File: config.mk
export PLATFORM = sky130hd
export DESIGN_NAME = multicycle_control_unit
export DESIGN_NICKNAME = d
export VERILOG_FILES = /design/src/rtl/multicycle_control_unit_pkg.sv /design/src/rtl/multicycle_control_unit_retire_counter.sv /design/src/rtl/multicycle_control_unit.sv
export SDC_FILE = /design/constraint.sdc
export NUM_CORES = 1
export LEC_CHECK = 0
export CAP_MARGIN = 20
export CORE_ASPECT_RATIO = 0.8
export CORE_MARGIN = 10
export CORE_UTILIZATION = 43
export DETAILED_ROUTE_END_ITERATION = 10
export PLACE_DENSITY = 0.86
export SLEW_MARGIN = 20
export SYNTH_ARGS = -nofsm -noshare
export SYNTH_HDL_FRONTEND = slang
export SYNTH_SLANG_ARGS = --single-unit
File: constraint.sdc
create_clock -name clk -period 1.85 [get_ports clk]
set_input_delay 0.37 -clock clk [delete_from_list [all_inputs] [get_ports clk]]
set_output_delay 0.37 -clock clk [all_outputs]
set_load 0.05 [all_outputs]
File: src/rtl/multicycle_control_unit_pkg.sv
// Shared definitions for the multi-cycle control unit: state encoding,
// pc_src mux encodings and the default opcode map / counter width.
package multicycle_control_unit_pkg;

    typedef enum logic [2:0] {
        ST_FETCH  = 3'd0,
        ST_DECODE = 3'd1,
        ST_EXEC   = 3'd2,
        ST_MEM    = 3'd3,
        ST_WB     = 3'd4,
        ST_HALTED = 3'd5
    } state_t;

    localparam logic [1:0] PC_SRC_SEQ    = 2'd0;  // PC + 4
    localparam logic [1:0] PC_SRC_BRANCH = 2'd1;  // branch target
    localparam logic [1:0] PC_SRC_JUMP   = 2'd2;  // jump target

    localparam int DEF_OPCODE_W = 6;
    localparam int DEF_OP_ALU   = 0;
    localparam int DEF_OP_J     = 2;
    localparam int DEF_OP_BEQ   = 4;
    localparam int DEF_OP_ADDI  = 8;
    localparam int DEF_OP_LW    = 35;
    localparam int DEF_OP_SW    = 43;
    localparam int DEF_OP_HALT  = 63;
    localparam int DEF_CNT_W    = 16;

endpackage

File: src/rtl/multicycle_control_unit_retire_counter.sv
// Saturating retired-instruction counter.
// Ports: clk, reset (async, active-high), inc (count one this cycle),
//        count (current value; sticks at all-ones).
module mcu_retire_counter #(
    parameter int CNT_W = 16
) (
    input  logic             clk,
    input  logic             reset,
    input  logic             inc,
    output logic [CNT_W-1:0] count
);

    localparam logic [CNT_W-1:0] CNT_ONE = {{(CNT_W-1){1'b0}}, 1'b1};
    localparam logic [CNT_W-1:0] CNT_MAX = {CNT_W{1'b1}};

    // Counter register: increments on request until it reaches all-ones.
    always_ff @(posedge clk or posedge reset) begin
        if (reset) begin
            count <= {CNT_W{1'b0}};
        end else if (inc && (count != CNT_MAX)) begin
            count <= count + CNT_ONE;
        end else begin
            count <= count;
        end
    end

endmodule

File: src/rtl/multicycle_control_unit.sv
// Multi-cycle control unit: sequences each instruction through
// FETCH/DECODE/EXEC/MEM/WB, emitting per-cycle datapath strobes.
// Ports:
//   clk, reset              clock, async active-high reset
//   opcode                  IR opcode field (used from DECODE onward)
//   alu_zero, mem_ready     ALU zero flag, memory access completion
//   resume                  leave HALTED
//   mem_read..mem_to_reg    datapath strobes (Moore, some gated by inputs)
//   halted, illegal         status: halted state, unknown-opcode pulse
//   retired                 saturating count of completed instructions
module multicycle_control_unit
    import multicycle_control_unit_pkg::*;
#(
    parameter int OPCODE_W = DEF_OPCODE_W,
    parameter int OP_ALU   = DEF_OP_ALU,
    parameter int OP_J     = DEF_OP_J,
    parameter int OP_BEQ   = DEF_OP_BEQ,
    parameter int OP_ADDI  = DEF_OP_ADDI,
    parameter int OP_LW    = DEF_OP_LW,
    parameter int OP_SW    = DEF_OP_SW,
    parameter int OP_HALT  = DEF_OP_HALT,
    parameter int CNT_W    = DEF_CNT_W
) (
    input  logic                clk,
    input  logic                reset,
    input  logic [OPCODE_W-1:0] opcode,
    input  logic                alu_zero,
    input  logic                mem_ready,
    input  logic                resume,
    output logic                mem_read,
    output logic                mem_write,
    output logic                iord,
    output logic                ir_write,
    output logic                pc_write,
    output logic [1:0]          pc_src,
    output logic                alu_src_imm,
    output logic                alu_op_rtype,
    output logic                reg_write,
    output logic                mem_to_reg,
    output logic                halted,
    output logic                illegal,
    output logic [CNT_W-1:0]    retired
);

    localparam logic [OPCODE_W-1:0] OPC_ALU  = OPCODE_W'(OP_ALU);
    localparam logic [OPCODE_W-1:0] OPC_J    = OPCODE_W'(OP_J);
    localparam logic [OPCODE_W-1:0] OPC_BEQ  = OPCODE_W'(OP_BEQ);
    localparam logic [OPCODE_W-1:0] OPC_ADDI = OPCODE_W'(OP_ADDI);
    localparam logic [OPCODE_W-1:0] OPC_LW   = OPCODE_W'(OP_LW);
    localparam logic [OPCODE_W-1:0] OPC_SW   = OPCODE_W'(OP_SW);
    localparam logic [OPCODE_W-1:0] OPC_HALT = OPCODE_W'(OP_HALT);

    state_t state_r;
    state_t next_state_s;
    logic   retire_inc_s;

    logic is_alu_s, is_j_s, is_beq_s, is_addi_s, is_lw_s, is_sw_s, is_halt_s;
    logic is_known_s;

    assign is_alu_s   = (opcode == OPC_ALU);
    assign is_j_s     = (opcode == OPC_J);
    assign is_beq_s   = (opcode == OPC_BEQ);
    assign is_addi_s  = (opcode == OPC_ADDI);
    assign is_lw_s    = (opcode == OPC_LW);
    assign is_sw_s    = (opcode == OPC_SW);
    assign is_halt_s  = (opcode == OPC_HALT);
    assign is_known_s = is_alu_s | is_j_s | is_beq_s | is_addi_s | is_lw_s | is_sw_s;

    // State register.
    always_ff @(posedge clk or posedge reset) begin
        if (reset) begin
            state_r <= ST_FETCH;
        end else begin
            state_r <= next_state_s;
        end
    end

    // Next-state and strobe decode; everything is forced low while reset is
    // high so the FETCH read request cannot leak out during reset.
    always_comb begin
        next_state_s = state_r;
        mem_read     = 1'b0;
        mem_write    = 1'b0;
        iord         = 1'b0;
        ir_write     = 1'b0;
        pc_write     = 1'b0;
        pc_src       = PC_SRC_SEQ;
        alu_src_imm  = 1'b0;
        alu_op_rtype = 1'b0;
        reg_write    = 1'b0;
        mem_to_reg   = 1'b0;
        halted       = 1'b0;
        illegal      = 1'b0;
        retire_inc_s = 1'b0;
        if (reset) begin
            next_state_s = ST_FETCH;
        end else begin
            case (state_r)
                ST_FETCH: begin
                    mem_read = 1'b1;
                    if (mem_ready) begin
                        ir_write     = 1'b1;
                        pc_write     = 1'b1;
                        next_state_s = ST_DECODE;
                    end else begin
                        next_state_s = ST_FETCH;
                    end
                end
                ST_DECODE: begin
                    if (is_halt_s) begin
                        retire_inc_s = 1'b1;
                        next_state_s = ST_HALTED;
                    end else if (is_known_s) begin
                        next_state_s = ST_EXEC;
                    end else begin
                        illegal      = 1'b1;
                        next_state_s = ST_FETCH;
                    end
                end
                ST_EXEC: begin
                    if (is_alu_s) begin
                        alu_op_rtype = 1'b1;
                        next_state_s = ST_WB;
                    end else if (is_addi_s) begin
                        alu_src_imm  = 1'b1;
                        next_state_s = ST_WB;
                    end else if (is_lw_s || is_sw_s) begin
                        alu_src_imm  = 1'b1;
                        next_state_s = ST_MEM;
                    end else if (is_beq_s) begin
                        pc_write     = alu_zero;
                        pc_src       = PC_SRC_BRANCH;
                        retire_inc_s = 1'b1;
                        next_state_s = ST_FETCH;
                    end else if (is_j_s) begin
                        pc_write     = 1'b1;
                        pc_src       = PC_SRC_JUMP;
                        retire_inc_s = 1'b1;
                        next_state_s = ST_FETCH;
                    end else begin
                        // Opcode disturbed after DECODE: abandon the instruction.
                        next_state_s = ST_FETCH;
                    end
                end
                ST_MEM: begin
                    iord = 1'b1;
                    if (is_lw_s) begin
                        mem_read = 1'b1;
                    end else if (is_sw_s) begin
                        mem_write = 1'b1;
                    end else begin
                        mem_read = 1'b0;
                    end
                    if (mem_ready) begin
                        if (is_lw_s) begin
                            next_state_s = ST_WB;
                        end else begin
                            retire_inc_s = is_sw_s;
                            next_state_s = ST_FETCH;
                        end
                    end else begin
                        next_state_s = ST_MEM;
                    end
                end
                ST_WB: begin
                    reg_write    = 1'b1;
                    mem_to_reg   = is_lw_s;
                    retire_inc_s = 1'b1;
                    next_state_s = ST_FETCH;
                end
                ST_HALTED: begin
                    halted = 1'b1;
                    if (resume) begin
                        next_state_s = ST_FETCH;
                    end else begin
                        next_state_s = ST_HALTED;
                    end
                end
                default: begin
                    next_state_s = ST_FETCH;
                end
            endcase
        end
    end

    mcu_retire_counter #(
        .CNT_W (CNT_W)
    ) u_retire_counter (
        .clk   (clk),
        .reset (reset),
        .inc   (retire_inc_s),
        .count (retired)
    );

endmodule

== After elaboration in Yosys (flattened, before gate mapping) ==
Index checks and enable logic that the tools add are counted.
Storage, ports and cells
  bits in registers: 19
  logic and storage cells: 88
  input port bits: 11
  ROM bits: 0
  latch bits: 0
  memory bits (writable): 0
  memories kept: 0
  output and inout bits: 29
Operators by class
  bitwise gates (word level): 5
  equal/unequal tests: 12
  $add $sub $neg: 1
  div/mod/pow operators: 0
  multiplexer cells: 64
  shift-type cells: 0
  order comparisons: 0
  multipliers: 0
  reduce and logical (&&, ||, !) cells: 4
Operator list (count)
  $mux W1: 44
  $mux W3: 7
  $eq A6 B6 Y1 const B: 3
  $mux W2: 9
  $add A16 B1 Y16 const B: 1
  $ne A16 B16 Y1 const B: 1
  $pmux W3 S5: 1
  $eq A3 B2 Y1 const B: 2
  $eq A3 B3 Y1 const B: 2
  $eq A6 B2 Y1 const B: 1
  $eq A6 B3 Y1 const B: 1
  $eq A6 B4 Y1 const B: 1
  $logic_not A6 Y1: 1
  $or A1 B1 Y1: 5
  $pmux W1 S2: 2
  $pmux W1 S4: 1
  $eq A3 B1 Y1 const B: 1
  $logic_not A3 Y1: 1
  $logic_and A1 B1 Y1: 1
  $logic_or A1 B1 Y1: 1

== Depth between registers and ports, before layout ==
Gate-level depths: netlist of run 1.
  depth in word-level cells: 10
  gate-level depth with buffers: 8
  depth with buffers taken out: 6

== By module ==
From an unflattened synthesis of run 1, not the netlist that was laid out.
Unflattened totals
  cell total of the unflattened synthesis: 148
  area, all modules: 1295.0 um^2
By module, submodules not included
  mcu_retire_counter: sequential area each 400.4 um^2, cells each 71, times used 1, area each 805.8 um^2
  multicycle_control_unit: sequential area each 75.1 um^2, cells each 77, times used 1, area each 489.2 um^2

== Worst setup path before layout of run 1 ==
No wires, ideal clock.
  path kind: input port to output port
  start: input opcode[1]
  end: output pc_write
  cell stages on the path: 5
  path buffers: 1
  arrival time: 3470 ps
  data required time: 1480 ps
  path slack: -1990 ps
  cells stage by stage: clkbuf_1 -> nand2b_1 -> o21ai_0 -> nand4b_1 -> a2111oi_0
Between the ends
  word-level cells in the longest chain between the ends: 8
Ends and longest elaborated chain
  from (decl): RTL line multicycle_control_unit.sv:26  | input logic [OPCODE_W-1:0] opcode,
  $eq A6 B2 Y1: RTL line multicycle_control_unit.sv:61  | assign is_j_s = (opcode == OPC_J);
  $mux W1: RTL line multicycle_control_unit.sv:135  | end else if (is_j_s) begin
  $mux W1: RTL line multicycle_control_unit.sv:130  | end else if (is_beq_s) begin
  $mux W1: RTL line multicycle_control_unit.sv:127  | end else if (is_lw_s || is_sw_s) begin
  $mux W1: RTL line multicycle_control_unit.sv:124  | end else if (is_addi_s) begin
  $mux W1 *: RTL line multicycle_control_unit.sv:121  | if (is_alu_s) begin
  $pmux W1 S2 *: RTL line multicycle_control_unit.sv:98  | case (state_r)
  $mux W1 *: RTL line multicycle_control_unit.sv:95  | if (reset) begin
  to (decl): RTL line multicycle_control_unit.sv:34  | output logic pc_write,
Mark *: on every way between the ends. The rest lies on a longest branch, timed or not.

== Worst setup path after layout of run 1 ==
  start: register state_r[1]
  end: register u_retire_counter.count[7]
Between the ends
  word-level cells in the longest chain between the ends: 4
Ends and longest elaborated chain
  from (decl): RTL line multicycle_control_unit.sv:53  | state_t state_r;
  from (signal assigned): RTL line multicycle_control_unit.sv:74  | state_r <= next_state_s;
  $eq A3 B3 Y1, or another cell as far along: RTL line multicycle_control_unit.sv:98
  $pmux W1 S4 *: RTL line multicycle_control_unit.sv:98
  $mux W1 *: RTL line multicycle_control_unit.sv:95
  $logic_and A1 B1 Y1 *: RTL line multicycle_control_unit_retire_counter.sv:20  | end else if (inc && (count != CNT_MAX)) begin
  to (signal assigned): RTL line multicycle_control_unit_retire_counter.sv:19  | count <= {CNT_W{1'b0}};
  to (signal assigned): RTL line multicycle_control_unit_retire_counter.sv:21  | count <= count + CNT_ONE;
  to (signal assigned): RTL line multicycle_control_unit_retire_counter.sv:23  | count <= count;
  to (decl): RTL line multicycle_control_unit_retire_counter.sv:10  | output logic [CNT_W-1:0] count
Marked as above.
A chain may end at the register's enable or synchronous reset.

==> results of run 1 <==
==> synthesized netlist by cell type (all sizes together) <==
| cell | number |
|---|---|
| a2111oi | 1 |
| a21o | 1 |
| a21oi | 4 |
| a22oi | 1 |
| a31oi | 2 |
| a32oi | 2 |
| and2 | 2 |
| and2b | 1 |
| and3 | 5 |
| and3b | 1 |
| and4 | 2 |
| buf | 10 |
| clkbuf | 3 |
| dfrtp | 19 |
| ha | 1 |
| inv | 1 |
| maj3 | 1 |
| mux2 | 3 |
| mux2i | 2 |
| nand2 | 14 |
| nand2b | 5 |
| nand3 | 9 |
| nand3b | 1 |
| nand4 | 4 |
| nand4b | 3 |
| nor2 | 10 |
| nor2b | 2 |
| nor3 | 10 |
| nor3b | 2 |
| nor4 | 7 |
| nor4b | 5 |
| o21a | 1 |
| o21ai | 2 |
| o31a | 1 |
| o32a | 1 |
| o41ai | 1 |
| xnor2 | 1 |
| xor2 | 13 |
==> layout by cell type (no fill, tap or decap), types with 3 or more instances in the layout <==
cell type and instances:
nor3_2 5, dfrtp_1 13, nor4b_4 5, nand3_1 7, buf_6 22, nor2_1 4
nor3_4 3, nand2_1 10, clkbuf_8 3, nor2_4 6, a21oi_1 4, nand4b_1 3
xor2_1 13, buf_4 69, nor4_4 7, dfrtp_2 6, nand4_1 4, and3_4 3
buf_12 13, nand2b_1 3, mux2_4 3
==> per-stage QoR <==
| stage | worst slack (ns) | hold slack [ns] | cells | total power, mW |
|---|---|---|---|---|
| final | -0.2785 | 0.5661 | 298 | 1.018 |
| after global routing | -0.3155 | 0.5753 | 298 | 1.037 |
| after CTS | -0.2016 | 0.5257 | 288 | 0.9611 |
| after detailed placement | -0.5975 | 0.5116 | 272 | 0.6611 |
| after global placement | -0.5160 | 0.5049 | 272 | 0.6535 |
| after floorplan | -0.2358 | 0.4638 | 154 | 0.5625 |
==> kinds of logic (layout without fill, tap and decap cells) <==
group,after synthesis,in the layout
adder cells (fa/ha/maj),2,2
AND/OR/NAND/NOR,83,83
flip-flops,19,19
multiplexers,5,5
AO/OA/AOI/OAI,17,17
buffers and inverters,14,118
XOR/XNOR,14,14
==> timing repair <==
| action | 4_1_cts | 5_1_grt |
|---|---|---|
| hold buffers | 0 | 0 |
| buffers inserted | 12 | 11 |
| pin swaps | 18 | 27 |
| resized for setup | 69 | 38 |
| setup endpoints to repair | 31 | 29 |
==> worst max path at each step <==
stage | endpoint | slack, ns | cells past startpoint
2_1_floorplan | u_retire_counter.count[13]$_DFFE_PP0P_ | -0.24 | 7
3_3_place_gp | illegal | -0.52 | 6
3_5_place_dp | illegal | -0.60 | 6
4_1_cts | pc_write | -0.20 | 4
5_1_grt | u_retire_counter.count[5]$_DFFE_PP0P_ | -0.32 | 9
6_report | u_retire_counter.count[7]$_DFFE_PP0P_ | -0.28 | 9
==> power groups by stage <==
| stage | Combinational (mW) | Sequential (mW) | Clock [mW] |
|---|---|---|---|
| final | 0.280 | 0.426 | 0.312 |
| after detailed placement | 0.229 | 0.432 | 0 |
| after floorplan | 0.119 | 0.444 | 0 |
| after global routing | 0.289 | 0.426 | 0.322 |
| after global placement | 0.222 | 0.431 | 0 |
| after CTS | 0.245 | 0.425 | 0.291 |
==> metal layers <==
metal,vias to the layer above,GRT usage
met1,972,0.2578
met2,172,0.4025
met3,60,0.05650
li1,773,-
met4,0,0.06569
met5,-,0
==> sequential cells by signal (all words and copies together), names as in the netlist <==
name	cells
state_r	3
u_retire_counter.count	16
==> layout make-up <==
cell class              count  share of cell area
clock buffers               4             0.01540
inverters                   1            0.001283
multi-input cells         121              0.4230
flip-flops and latches     19              0.1651
well taps                  40             0.01711
repair buffers            113              0.3781
==> critical path, delay by kind of cell, from the launching register on <==
family,cells,cell delay (ns)
AO/OA/AOI/OAI,2,0.21
XOR/XNOR,1,0.26
buffers and inverters,4,0.59
flip-flops,1,0.47
AND/OR/NAND/NOR,2,0.48
==> run summary, run 1 <==
Syn Area/Cell - 9.311 sq um
CP peak stage delay - 0.47 ns
metal1 wirelength - 2890 um
# setup viols final - 29
minimum clock period - 2.129 ns
CP Launch Type - register
status - finished, violations left
sequential power share - 0.418
I/O Pins - 40
most frequent cell on the critical path - buf_6
largest family of logic cells by synthesized area - simple AND/OR/NAND/NOR gates
period utilisation layout - 1.151
Mapped Cells - 154
first-pass GRT wire length - 11040 um
hold wc startpoint - u_retire_counter.count[10]$_DFFE_PP0P_
Syn Std Cell Area - 1434 sq um
cts bufs inserted - 3
endpoints failing hold - 0
dpl cell area - 2417 sq um
RSZ-0062 raised after global routing - true
CTS clk-pin slew, worst paths - 0.08 ns
setup ws final - -0.2785 ns
WL/cell - 26.96 um
Multi-input gate area - 1237 sq um
Post-Synth Adder-Cell Area - 0.01571
mux cell area share after synthesis - 0.03752
max-slew violations - 0
critical path, cell by cell - buf_6 -> nor4b_4 -> buf_4 -> a31oi_4 -> o31a_4 -> buf_6 -> buf_6 -> nor4_4 -> xor2_1
1st-iter DRT viols - 184
Synth cell types - 45
GRT Total Usage - 0.2248
Setup CP Type - register to register
Clock Path Buffers - 2
area leader, netlist - dfrtp_1
Sink Count - 19
register area share after synthesis - 0.3316
Yosys warnings - 0
Final #Nets - 271
pin count of the biggest net entering global routing - 20
Register Area - 483.0 sq um
H-tree levels - 1
uppermost routed layer - met4
post-synthesis xor/xnor area fraction - 0.08551
Synth Area in Compound Gates - 0.08901
crit path launch - state_r[1]$_DFF_PP0_
Die ar. - 6059 sq um
fin area - 2925 sq um
Worst R2R Setup Slack - -0.28 ns
die width - 84.56 um
Clk pwr share - 0.306
Slowest-stage cell, CP - dfrtp_2
GR Overflow Total - 0
final antenna-violating net count - 0
Hold Crit Class - register to register
Area growth, synth to finish - 104.0%
Synth Area in Simple Gates - 0.3796
port bufs - 39
Max VDD drop - 612.6 uV
switch share - 0.3164
failing checks - negative setup slack
Yosys reg bits - 19
Int Power - 0.6958 mW
crit path capture type - register
clock root buffer - clkbuf_8
clk_lat worst skew - 0.27 ns
Combinational Power Share - 0.275
NetSw - 0.3221 mW
Max-cap violations - 0
Worst EP required - 2.02 ns
share of cells above drive strength 1 - 0.6589
worst reg2reg endpoint - u_retire_counter.count[7]$_DFFE_PP0P_
initial antenna violation count - 0
hold endpoint - u_retire_counter.count[10]$_DFFE_PP0P_
Max Clk Rate - 469.8 MHz
Sum Neg Setup Slack - -4.915 ns
DR vias - 1977
Die Y-Extent - 71.65 um
Met3 Wirelength - 769 um
TritonCTS clock tree - built
skew final - 0.003323 ns
Syn Nets - 166
PwrDens - 347.9 nW/um^2
post-DP HPWL - 4017 um
leakage - 1.330 nW
Worst Path Arrival - 2.29 ns
drt total wl - 8034 um
crit-path max FO - 6
Filler cells - 105
vias per cell - 6.634
Rows - 18
CORE AREA - 3153 sq um
fin util - 0.9278
RR Startpoint - state_r[1]$_DFF_PP0_
Rel. slew slack - 0.6051
vias in the first global route - 1955
Initial Util - 0.4548
top cell type's share of synthesized area - 0.3316
DRC - 0
worst slew pin tran - 0.5847 ns
drt pass-1 iters - 7
R2R depth - 9
RD Place Congestion - 0.9308
largest cells by area after synthesis - dfrtp_1 33%, xor2_1 7.9%, nor4b_2 4.2%
n_diodes - 0
met2 wire length - 3842 um
Hold Path Depth - 2
No activity file was read; power rests on OpenSTA's default activity.
==> inputs of run 2 (changes only) <==
--- a/config.mk
+++ b/config.mk
@@ -9,6 +9,7 @@
 export CORE_ASPECT_RATIO = 0.8
 export CORE_MARGIN = 10
 export CORE_UTILIZATION = 43
+export CTS_CLUSTER_SIZE = 12
 export DETAILED_ROUTE_END_ITERATION = 10
 export PLACE_DENSITY = 0.86
 export SLEW_MARGIN = 20
==> results of run 2 <==
The final DEF is identical to that of run 1; final timing and power are the same.
==> inputs of run 3 (changes only) <==
--- a/config.mk
+++ b/config.mk
@@ -9,6 +9,7 @@
 export CORE_ASPECT_RATIO = 0.8
 export CORE_MARGIN = 10
 export CORE_UTILIZATION = 43
+export CTS_CLUSTER_DIAMETER = 80
 export CTS_CLUSTER_SIZE = 12
 export DETAILED_ROUTE_END_ITERATION = 10
 export PLACE_DENSITY = 0.86
==> constraint.sdc (replaced) <==
create_clock -name clk -period 1.85 [get_ports clk]
set_input_delay 0.185 -clock clk [delete_from_list [all_inputs] [get_ports clk]]
set_output_delay 0.185 -clock clk [all_outputs]
set_load 0.05 [all_outputs]
==> run 3 against run 2 <==
  * The run still ends with negative setup slack left
  * Sequential share of layout area grew 2.1 points
  * Via count shrank 21%
  * Utilization shrank 9.8 points
  * Cell count shrank 11%
  * Count of clock-buffer cells in the layout is the same
  * Power shrank 6.0%
  * Largest cell class unchanged
  * Highest routed layer unchanged
==> run summary, run 3 (synthesized netlist as in run 1, its figures left out) <==
initial antenna violation count - 0 (unchanged)
Die Y-Extent - 71.65 um (unchanged)
Reg with most FFs - u_retire_counter.count
I/O Pins - 40 (unchanged)
crit path capture type - output port
fin area - 2618 sq um (-11%)
minimum clock period - 1.927 ns (-0.2014 ns)
hold wc startpoint - u_retire_counter.count[10]$_DFFE_PP0P_
Worst Path Arrival - 1.74 ns (-0.55 ns)
Filler cells - 165 (+57%)
Hold Crit Class - register to register
DR vias - 1570 (-21%)
period utilisation layout - 1.042 (-0.1088)
sequential power share - 0.447 (+0.029)
crit-path max FO - 8 (+2)
final antenna-violating net count - 0 (unchanged)
1st-iter DRT viols - 73 (-60%)
setup ws final - -0.07717 ns (+0.2014 ns)
skew final - 0.002526 ns (-0.0007979 ns)
status - finished, violations left
Worst R2R Setup Slack - -0.05 ns (+0.23 ns)
clock root buffer - clkbuf_8
RD Place Congestion - 0.8533 (-8.3%)
PwrDens - 365.6 nW/um^2 (+5.1%)
Sink Count - 19 (unchanged)
fin util - 0.8302 (-0.09762)
Max Clk Rate - 518.9 MHz (+10%)
switch share - 0.2900 (-0.02637)
leakage - 1.064 nW (-20%)
Clock Path Buffers - 2 (unchanged)
pin count of the biggest net entering global routing - 20 (unchanged)
Combinational Power Share - 0.250 (-0.025)
post-DP HPWL - 3749 um (-6.7%)
GR Overflow Total - 0 (unchanged)
n_diodes - 0 (unchanged)
Sum Neg Setup Slack - -0.2322 ns (+4.683 ns)
Setup CP Type - register to output port
dpl cell area - 2369 sq um (-2.0%)
clk_lat worst skew - 0.26 ns (about the same)
drt pass-1 iters - 4 (-3)
WL/cell - 21.08 um (-22%)
Int Power - 0.6794 mW (-2.4%)
GRT Total Usage - 0.1664 (-0.05837)
Max-cap violations - 0 (unchanged)
RR Startpoint - state_r[1]$_DFF_PP0_
max-slew violations - 0 (unchanged)
CTS clk-pin slew, worst paths - 0.07 ns (about the same)
endpoints failing hold - 0 (unchanged)
commonest non-fill, non-tap cell in the layout - buf_4
NetSw - 0.2776 mW (-14%)
Rel. slew slack - 0.6394 (+0.03434)
biggest regs - u_retire_counter.count x16, state_r x3
Initial Util - 0.4548 (unchanged)
Largest register FFs - 16 (unchanged)
worst slew pin tran - 0.5391 ns (-0.04554 ns)
port bufs - 39 (unchanged)
# setup viols final - 6 (-79%)
vias per cell - 5.902 (-11%)
failing checks - negative setup slack
Final #Nets - 239 (-12%)
vias in the first global route - 1607 (-18%)
Max VDD drop - 301.4 uV (-51%)
DRC - 0 (unchanged)
CORE AREA - 3153 sq um (unchanged)
most frequent cells in the layout - 36 x buf_4, 19 x clkdlybuf4s50_1, 15 x buf_12
crit path launch - state_r[1]$_DFF_PP0_
Worst EP required - 1.66 ns (-0.36 ns)
H-tree levels - 1 (unchanged)
first-pass GRT wire length - 8431 um (-24%)
Clk pwr share - 0.303 (-0.003)
drt total wl - 5607 um (-30%)
hold buffers post-CTS - 0 (unchanged)
Power, Total - 0.9570 mW (-6.0%)
share of cells above drive strength 1 - 0.4779 (-0.1810)
Area growth, synth to finish - 82.55%
Hold Slack - 0.4980 ns (-0.06809 ns)
RSZ-0062 raised after global routing - true
Rows - 18 (unchanged)
cts bufs inserted - 3 (unchanged)
die width - 84.56 um (unchanged)
CP Launch Type - register
Die ar. - 6059 sq um (unchanged)
TritonCTS clock tree - built
-- run 3: cell count changes in the layout (fill, tap and decap cells not counted), moves of 3 or more --
cell and change:
buf_4 -33, buf_6 -19, clkdlybuf4s50_1 +18, dfrtp_1 -4, dfrtp_2 +4, dlygate4sd2_1 +4, nor2_2 +3, nor2_4 -3
nor3_2 -3, nor3_4 +3
-- run 3: power by group through the flow --
stage | registers, mW | logic, mW | clock network, mW
floorplan | 0.443 | 0.104 | 0
global placement | 0.434 | 0.203 | 0
detailed placement | 0.435 | 0.210 | 0
CTS | 0.427 | 0.223 | 0.292
global route | 0.429 | 0.252 | 0.314
finish | 0.428 | 0.239 | 0.290
-- run 3: per-layer routing --
metal / track usage / wire, um / vias to the layer above
met3: 0.03955 / 243 / 6
met4: 0.04197 / 75 / 0
met2: 0.2895 / 2920 / 52
met5: 0 / 0 / -
met1: 0.2013 / 2368 / 809
li1: - / - / 703
-- run 3: worst max-delay path, cell delays in order, from the launching register on --
cell and delay, ns:
dfrtp_2 0.46, buf_4 0.21, nand4b_1 0.18, a2111oi_4 0.44, buf_12 0.18
-- run 3: path summary, 6_finish.rpt --
| check | endpoint | cells past startpoint |
|---|---|---|
| worst min register to register | u_retire_counter.count[10]$_DFFE_PP0P_ | 1 |
| max in group asynchronous | u_retire_counter.count[7]$_DFFE_PP0P_ | 5 |
| worst min-delay path | u_retire_counter.count[10]$_DFFE_PP0P_ | 1 |
| min in group asynchronous | state_r[2]$_DFF_PP0_ | 5 |
| worst max-delay path | pc_write | 4 |
| worst max register to register | u_retire_counter.count[8]$_DFFE_PP0P_ | 6 |
-- run 3: timing repair --
| action | 4_1_cts | 5_1_grt |
|---|---|---|
| resized for setup | 25 | 13 |
| pin swaps | 4 | 5 |
| setup buffers | 1 | 8 |
| hold endpoints to repair | 0 | 0 |
| endpoints found under the setup margin | 17 | 18 |
-- run 3: per-stage QoR --
| step | std cells | setup WS [ns] |
|---|---|---|
| 2_1_floorplan | 154 | -0.3078 |
| 3_3_place_gp | 253 | -0.2941 |
| 3_5_place_dp | 253 | -0.3398 |
| 4_1_cts | 258 | -0.05555 |
| 5_1_grt | 266 | -0.1232 |
| 6_report | 266 | -0.07717 |
-- run 3: area by class of cell --
cell class	count	area, sq um	area share
multi-input cells	121	1164	0.4446
repair buffers	81	867.1	0.3313
flip-flops and latches	19	488.0	0.1864
clock buffers	4	45.04	0.01721
inverters	1	3.754	0.001434
well taps	40	50.05	0.01912
